--- config.mk ---
export PLATFORM = sky130hd
export DESIGN_NAME = topk_drain
export DESIGN_NICKNAME = d
export VERILOG_FILES = /design/src/rtl/topk_drain.sv
export SDC_FILE = /design/constraint.sdc
export NUM_CORES = 1
export LEC_CHECK = 0
export ABC_AREA = 0
export ABC_CLOCK_PERIOD_IN_PS = 15900
export CAP_MARGIN = 20
export CORE_MARGIN = 3
export CORE_UTILIZATION = 30
export CTS_CLUSTER_DIAMETER = 40
export DETAILED_ROUTE_END_ITERATION = 10
export GPL_ROUTABILITY_DRIVEN = 0
export MAX_ROUTING_LAYER = met4
export SYNTH_ARGS = -nofsm -noshare
export SYNTH_HDL_FRONTEND = slang
export SYNTH_SLANG_ARGS = --single-unit
--- constraint.sdc ---
create_clock -name clk -period 15.9 [get_ports clk]
set_input_delay 3.18 -clock clk [delete_from_list [all_inputs] [get_ports clk]]
set_output_delay 3.18 -clock clk [all_outputs]
set_load 0.03 [all_outputs]
--- src/rtl/topk_drain.sv ---
// ============================================================================
// topk_drain: keeps the K largest unsigned samples and drains them in
// descending order over valid/ready. Optional macro: TOPK_DROP_CNT_EN.
// Revision: 1.0
// ============================================================================
`default_nettype none

module topk_drain #(
  parameter int DATA_WIDTH = 32,
  parameter int K          = 4
) (
  input  logic                    clk,
  input  logic                    resetn,
  input  logic                    din_valid,
  input  logic [DATA_WIDTH-1:0]   din,
  input  logic                    drain_start,
  output logic                    dout_valid,
  input  logic                    dout_ready,
  output logic [DATA_WIDTH-1:0]   dout,
  output logic                    dout_last,
  output logic                    busy,
  output logic [$clog2(K+1)-1:0]  count
`ifdef TOPK_DROP_CNT_EN
  ,
  output logic [7:0]              drop_cnt
`endif
);

  localparam int CW = $clog2(K+1);

  typedef enum logic [0:0] {COLLECT = 1'b0, DRAIN = 1'b1} state_t;

  state_t                state_q, state_d;
  logic [DATA_WIDTH-1:0] slot_q [K];
  logic [DATA_WIDTH-1:0] slot_d [K];
  logic [DATA_WIDTH-1:0] slot_sh [K];
  logic [CW-1:0]         count_q, count_d;
  logic [CW-1:0]         ptr_q, ptr_d;
  logic [CW-1:0]         ins_pos;
  logic [DATA_WIDTH-1:0] cur_word;
  logic                  is_last;
  logic                  beat;
`ifdef TOPK_DROP_CNT_EN
  logic [7:0]            drop_q, drop_d;
`endif

  // Ties sort the new sample ahead of equal entries, so only strictly-greater
  // valid slots push the insertion point down.
  always_comb begin
    ins_pos = '0;
    for (int i = 0; i < K; i++) begin
      if ((CW'(i) < count_q) && (slot_q[i] > din))
        ins_pos = ins_pos + CW'(1);
    end
  end

  always_comb begin
    slot_sh[0] = '0;
    for (int i = 1; i < K; i++) slot_sh[i] = slot_q[i-1];
  end

  always_comb begin
    cur_word = '0;
    for (int i = 0; i < K; i++) begin
      if (CW'(i) == ptr_q) cur_word = slot_q[i];
    end
  end

  assign is_last = (ptr_q == count_q - CW'(1));
  assign beat    = (state_q == DRAIN) && dout_ready;

  always_comb begin
    state_d = state_q;
    slot_d  = slot_q;
    count_d = count_q;
    ptr_d   = ptr_q;
`ifdef TOPK_DROP_CNT_EN
    drop_d  = drop_q;
`endif
    case (state_q)
      COLLECT: begin
        if (din_valid && !((count_q == CW'(K)) && (ins_pos == CW'(K)))) begin
          for (int i = 0; i < K; i++) begin
            if (CW'(i) == ins_pos)     slot_d[i] = din;
            else if (CW'(i) > ins_pos) slot_d[i] = slot_sh[i];
          end
          if (count_q != CW'(K)) count_d = count_q + CW'(1);
        end
        // A same-cycle sample is already counted in count_d.
        if (drain_start && (count_d != '0)) begin
          state_d = DRAIN;
          ptr_d   = '0;
        end
      end
      DRAIN: begin
`ifdef TOPK_DROP_CNT_EN
        if (din_valid && (drop_q != 8'hFF)) drop_d = drop_q + 8'd1;
`endif
        if (beat) begin
          if (is_last) begin
            for (int i = 0; i < K; i++) slot_d[i] = '0;
            count_d = '0;
            ptr_d   = '0;
            state_d = COLLECT;
          end else begin
            ptr_d = ptr_q + CW'(1);
          end
        end
      end
      default: state_d = COLLECT;
    endcase
  end

  always_ff @(posedge clk) begin
    if (!resetn) begin
      state_q <= COLLECT;
      for (int i = 0; i < K; i++) slot_q[i] <= '0;
      count_q <= '0;
      ptr_q   <= '0;
`ifdef TOPK_DROP_CNT_EN
      drop_q  <= '0;
`endif
    end else begin
      state_q <= state_d;
      slot_q  <= slot_d;
      count_q <= count_d;
      ptr_q   <= ptr_d;
`ifdef TOPK_DROP_CNT_EN
      drop_q  <= drop_d;
`endif
    end
  end

  // Outputs are forced low while reset is asserted.
  assign dout_valid = resetn && (state_q == DRAIN);
  assign busy       = resetn && (state_q == DRAIN);
  assign dout       = (resetn && (state_q == DRAIN)) ? cur_word : '0;
  assign dout_last  = resetn && (state_q == DRAIN) && is_last;
  assign count      = resetn ? count_q : '0;
`ifdef TOPK_DROP_CNT_EN
  assign drop_cnt   = resetn ? drop_q : 8'd0;
`endif

endmodule

`default_nettype wire

-- Word level (Yosys, flattened, before mapping)
Cells that the tools add are included.
- shift operators: 0
- $add $sub $neg: 6
- $mul: 0
- divide/modulo/power cells: 0
- bitwise logic cells: 1
- reductions and logical operators: 20
- equality and inequality tests: 18
- multiplexer cells: 36
- order comparisons: 12
- operators with widths (kind ; number):
    $mux 32 ; 13
    $mux 128 ; 3
    $pmux 128 s2 ; 1
    $gt 32x32->1 ; 4
    $mux 3 ; 12
    $reduce_and 4->1 ; 4
    $add 3x1->3 const B ; 5
    $ne 3x3->1 const B ; 5
    $eq 2x3->1 const A ; 4
    $pmux 3 s2 ; 2
    $logic_and 1x1->1 ; 10
    $eq 1x3->1 const A ; 2
    $eq 3x3->1 const B ; 2
    $gt 1x3->1 const A ; 2
    $gt 2x3->1 const A ; 2
    $logic_not 3->1 ; 2
    $lt 1x3->1 const A ; 2
    $lt 2x3->1 const A ; 2
    $mux 1 ; 4
    $ne 2x1->1 const B ; 2
    $ne 2x2->1 const B ; 2
    $reduce_and 2->1 ; 2
    $eq 3x3->1 ; 1
    $reduce_bool 3->1 ; 1
    4 further kinds ; 4
- memories kept: 0
- RAM bits: 0
- memory bits (read-only): 0
- bits in latches: 0
- flip-flop bits (word level): 135

-- Depth between registers and ports, before layout
- depth in word-level cells: 19
- gate-level depth with buffers: 25

-- Least setup slack after synthesis
No wires, ideal clock.
- path kind: input port to flip-flop
- start point: input port din[25]
- end point: register slot_q[44] in the netlist's numbering
- stages: 23
- path buffers: 1
- arrival: 7.386 ns
- slack: 8.440 ns
- required time: 15.826 ns
- setup time: 0.074 ns
- cells stage by stage: inv_1 ha_1 a21o_1 a21o_1 a21o_1 a21o_1 a21o_1 a21o_1 a21oi_1 o21ai_0 o21ai_0 o21ba_2 ha_1 nor3_1 nor2_1 ha_1 a211oi_1 a31o_2 a21oi_2 a211oi_1 clkbuf_1 nand2_1 o21ai_0
- word-level cells in the longest chain between the ends: 15
- elaborated cells on any way between the ends: 27
- ends and longest elaborated chain (element ; RTL line ; text):
    start: declaration ; 15 ; input logic [DATA_WIDTH-1:0] din,
    $gt 32x32->1 ; 52 ; if ((CW'(i) < count_q) && (slot_q[i] > din))
    $logic_and 1x1->1 ; 52 ;
    $mux 1 ; 52 ;
    $add 3x1->3 ; 53 ; ins_pos = ins_pos + CW'(1);
    $mux 3 ; 52 ;
    $add 3x1->3 ; 53 ;
    $mux 3 ; 52 ;
    $add 3x1->3 ; 53 ;
    $mux 3 (*) ; 52 ;
    $eq 3x3->1 ; 82 ; if (din_valid && !((count_q == CW'(K)) && (ins_pos == CW'(K)))) begin
    $logic_and 1x1->1 ; 82 ;
    $logic_not 1->1 ; 82 ;
    $logic_and 1x1->1 ; 82 ;
    $ne 2x2->1 (no line) ; -- ;
    $reduce_and 4->1 (no line) ; -- ;
    end signal: assignment ; 125 ; slot_q <= slot_d;
    end: declaration ; 34 ; logic [DATA_WIDTH-1:0] slot_q [K];
Every way passes the cells marked *; elsewhere a longest branch is shown, timed or not. The select of a mux whose other input is x is not followed.
A chain may end at the register's enable or synchronous reset.

-- Worst setup path in the final report
- start point: input port resetn
- end point: output port dout[5]
- word-level cells in the longest chain between the ends: 2
- ends and longest elaborated chain (element ; RTL line ; text):
    start: declaration ; 13 ; input logic resetn,
    $logic_and 1x1->1 ; 137 ; assign dout = (resetn && (state_q == DRAIN)) ? cur_word : '0;
    $mux 32 ; 137 ;
    end: declaration ; 19 ; output logic [DATA_WIDTH-1:0] dout,
No other way between the ends.

==> run_results.csv <==
group,metric,value,unit
run_status,outcome,"finished clean",
detailed_routing,antenna_left,0,
power_and_ir_drop,leakage,4.95,nW
cells_and_area,area_growth,17.0,%
cells_and_area,diodes,0,
setup_path,critPathMaxFanout,42,
grt,grt_max_degree,65,
power_and_ir_drop,seqPwrFrac,37.9,%
detailed_routing,drt_wl_total,35.4,mm
timing,hold_violations,0,
clocking,cts_tree,"done",
synthesis,synth-seq-cells,135,
timing,slew_viol_final,0,
timing,slew_headroom,34.5,%
cells_and_area,drive_gt1_share,5.57,%
synthesis,synthCells,1258,
clocking,cts_setup_buffers,0,
power_and_ir_drop,intPower,0.690,mW
setup_path,r2r_start,"slot_q[121]$_SDFFE_PN0P_",
die,num_io_pins,75,
die,core,0.0330,mm²
grt,track_usage,19.9,%
cells_and_area,layout_common_cells,"ha_1, dfxtp_1, nand2_1, nor2_1, mux2i_1",
power_and_ir_drop,p_switching,0.325,mW
cells_and_area,layout_commonest_cell,"ha_1",
synthesis,syn_avg_cell_area,8.10,µm²
hold_path,worstHoldStart,"slot_q[37]$_SDFFE_PN0P_",
grt,overflow,0,
clocking,h-tree-depth,4,
die,die_w,190,µm
cells_and_area,nFillCells,3423,
cells_and_area,multi_input_area,0.00697,mm²
synthesis,ys_warn_count,0,
setup_path,worstPathArrival,6.03,ns
detailed_routing,vias_per_cell,5.50,
setup_path,worstPathRequired,12.72,ns
detailed_routing,avgRoutedWirePerCell,20.2,µm
clocking,clock_sinks,135,
grt,grt_pass1_vias,9148,
detailed_routing,drc,0,
clocking,cts_root_buf,"clkbuf_16",
power_and_ir_drop,clkPwrFrac,41.1,%
place,portBuffers,74,
synthesis,synth_flop_cell,"dfxtp_1",
synthesis,yosysSeqAreaShare,26.5,%
timing,worst_pin_slew,0.957,ns
clocking,cts_made_buffers,17,
timing,clock.fmax,109,MHz
clocking,path_clk_slew,0.06,ns
power_and_ir_drop,power_density,85.2,mW/mm²
clocking,clockBufferDepth,2,
power_and_ir_drop,p_comb_share,21.0,%
power_and_ir_drop,power.share.switching,32.0,%
timing,rsz0062_at_grt,"false",
grt,grt_pass1_wl,54.6,mm
timing,tns,0,ns
detailed_routing,drt_iter0_markers,854,
hold_path,hold_class,"reg -> reg",
detailed_routing,vias,9630,
place,dp_hpwl,24.2,mm
die,initial_core_util,30.8,%
synthesis,syn_area,0.0102,mm²
clocking,clock_latency,0.44,ns
die,fp-row-count,66,
synthesis,async_flop_share,0,%
die,die_height,190,µm
run,drv_cap,0,
setup_path,critPathLaunchType,"input pin",
place,dp_worst_setup_slack,6.51,ns
setup_path,r2r_slack,9.96,ns
synthesis,synth_edf_count,0,
timing,period_share,57.9,%
clocking,cts_resized,0,
timing,finalSetupViolCount,0,
timing,setup_ws,6.69,ns
synthesis,synth_nets,1437,
timing,min_period,9.21,ns
timing,skew,0.0156,ns
setup_path,crit_path_start,"resetn",
cells_and_area,final_nets,1476,
detailed_routing,dr.pass1.iters,6,
die,die-area,0.0362,mm²
grt,antenna_found_initial,0,
power_and_ir_drop,vdd.ir_drop.worst,0.0783,mV
setup_path,critPathCaptureType,"primary output",
setup_path,criticalPathCategory,"in -> out",
synthesis,synth.distinct_cells,64,
cells_and_area,seq_area,0.00270,mm²
clocking,holdBufCountCts,0,
==> worst paths after layout <==
path | endpoint | cells past startpoint
hold / removal | slot_q[37]$_SDFFE_PN0P_ | 2
setup reg to reg | slot_q[49]$_SDFFE_PN0P_ | 22
hold reg to reg | slot_q[37]$_SDFFE_PN0P_ | 2
setup / recovery | dout[5] | 6
==> power groups by stage <==
stage	registers, mW	logic (mW)	clock network [mW]
after floorplan	0.381	0.139	0
after global placement	0.391	0.207	0
after detailed placement	0.391	0.210	0
after CTS	0.384	0.212	0.422
after global routing	0.387	0.237	0.435
final	0.385	0.213	0.417
==> stage by stage <==
stage | area (µm²) | power [mW] | std cells | hold WS [ns] | util (%)
6_report | 11900 | 1.02 | 1752 | 0.483 | 36.1
5_1_grt | 11900 | 1.06 | 1752 | 0.510 | 36.1
4_1_cts | 11900 | 1.02 | 1752 | 0.486 | 36.1
3_5_place_dp | 11300 | 0.601 | 1720 | 0.477 | 34.3
3_3_place_gp | 11300 | 0.598 | 1720 | 0.471 | 34.3
2_1_floorplan | 10200 | 0.520 | 1258 | 0.451 | -
==> area by class of cell <==
| type | instances | area share [%] |
|---|---|---|
| flip-flops and latches | 135 | 22.7 |
| repair buffers | 95 | 7.54 |
| clock inverters | 14 | 1.45 |
| multi-input cells | 997 | 58.5 |
| clock buffers | 18 | 3.60 |
| well taps | 442 | 4.64 |
| inverters | 51 | 1.61 |
==> cells in the mapped netlist, drive strengths merged, types with 34 or more instances <==
| cell type | n | share of area, % |
|---|---|---|
| nor2 | 118 | 4.3 |
| inv | 51 | 1.9 |
| o21ai | 84 | 4.1 |
| nand3 | 48 | 2.4 |
| clkbuf | 51 | 1.9 |
| a21boi | 34 | 2.5 |
| a21oi | 80 | 4.0 |
| mux2i | 84 | 8.3 |
| nand2 | 135 | 5.0 |
| dfxtp | 135 | 27 |
| ha | 142 | 17 |
| a211oi | 61 | 4.5 |
==> worst max-delay path: stages <==
cell and delay [ns]:
clkdlybuf4s50_1 0.47, buf_4 0.45, nand2_1 0.61, buf_4 0.45, nor2_1 0.16, clkdlybuf4s50_1 0.69
==> flip-flops by register name, indices dropped and copies added, names as in the netlist <==
| signal | count |
|---|---|
| ptr_q | 3 |
| count_q | 3 |
| state_q | 1 |
| slot_q | 128 |
==> metal layers <==
layer	share of wire, %	wire, µm	track usage, %	vias up
met4	2.9	1010	5.79	0
li1	-	-	-	4678
met2	44	15700	30.6	357
met3	6.9	2440	3.73	59
met1	46	16200	26.8	4536
met5	0	0	-	-
==> cells by family after synthesis <==
kind of cell,after synthesis,synth area share [%]
adders and majority gates,142,17.4
and+or+nand+nor,383,17.0
AOI/OAI and AO/OA,381,24.7
buffers and inverters,126,5.47
muxes,85,8.37
xor gates and xnor gates,6,0.516
DFF,135,26.5
Note: power is estimated with default switching activity, not from simulation.
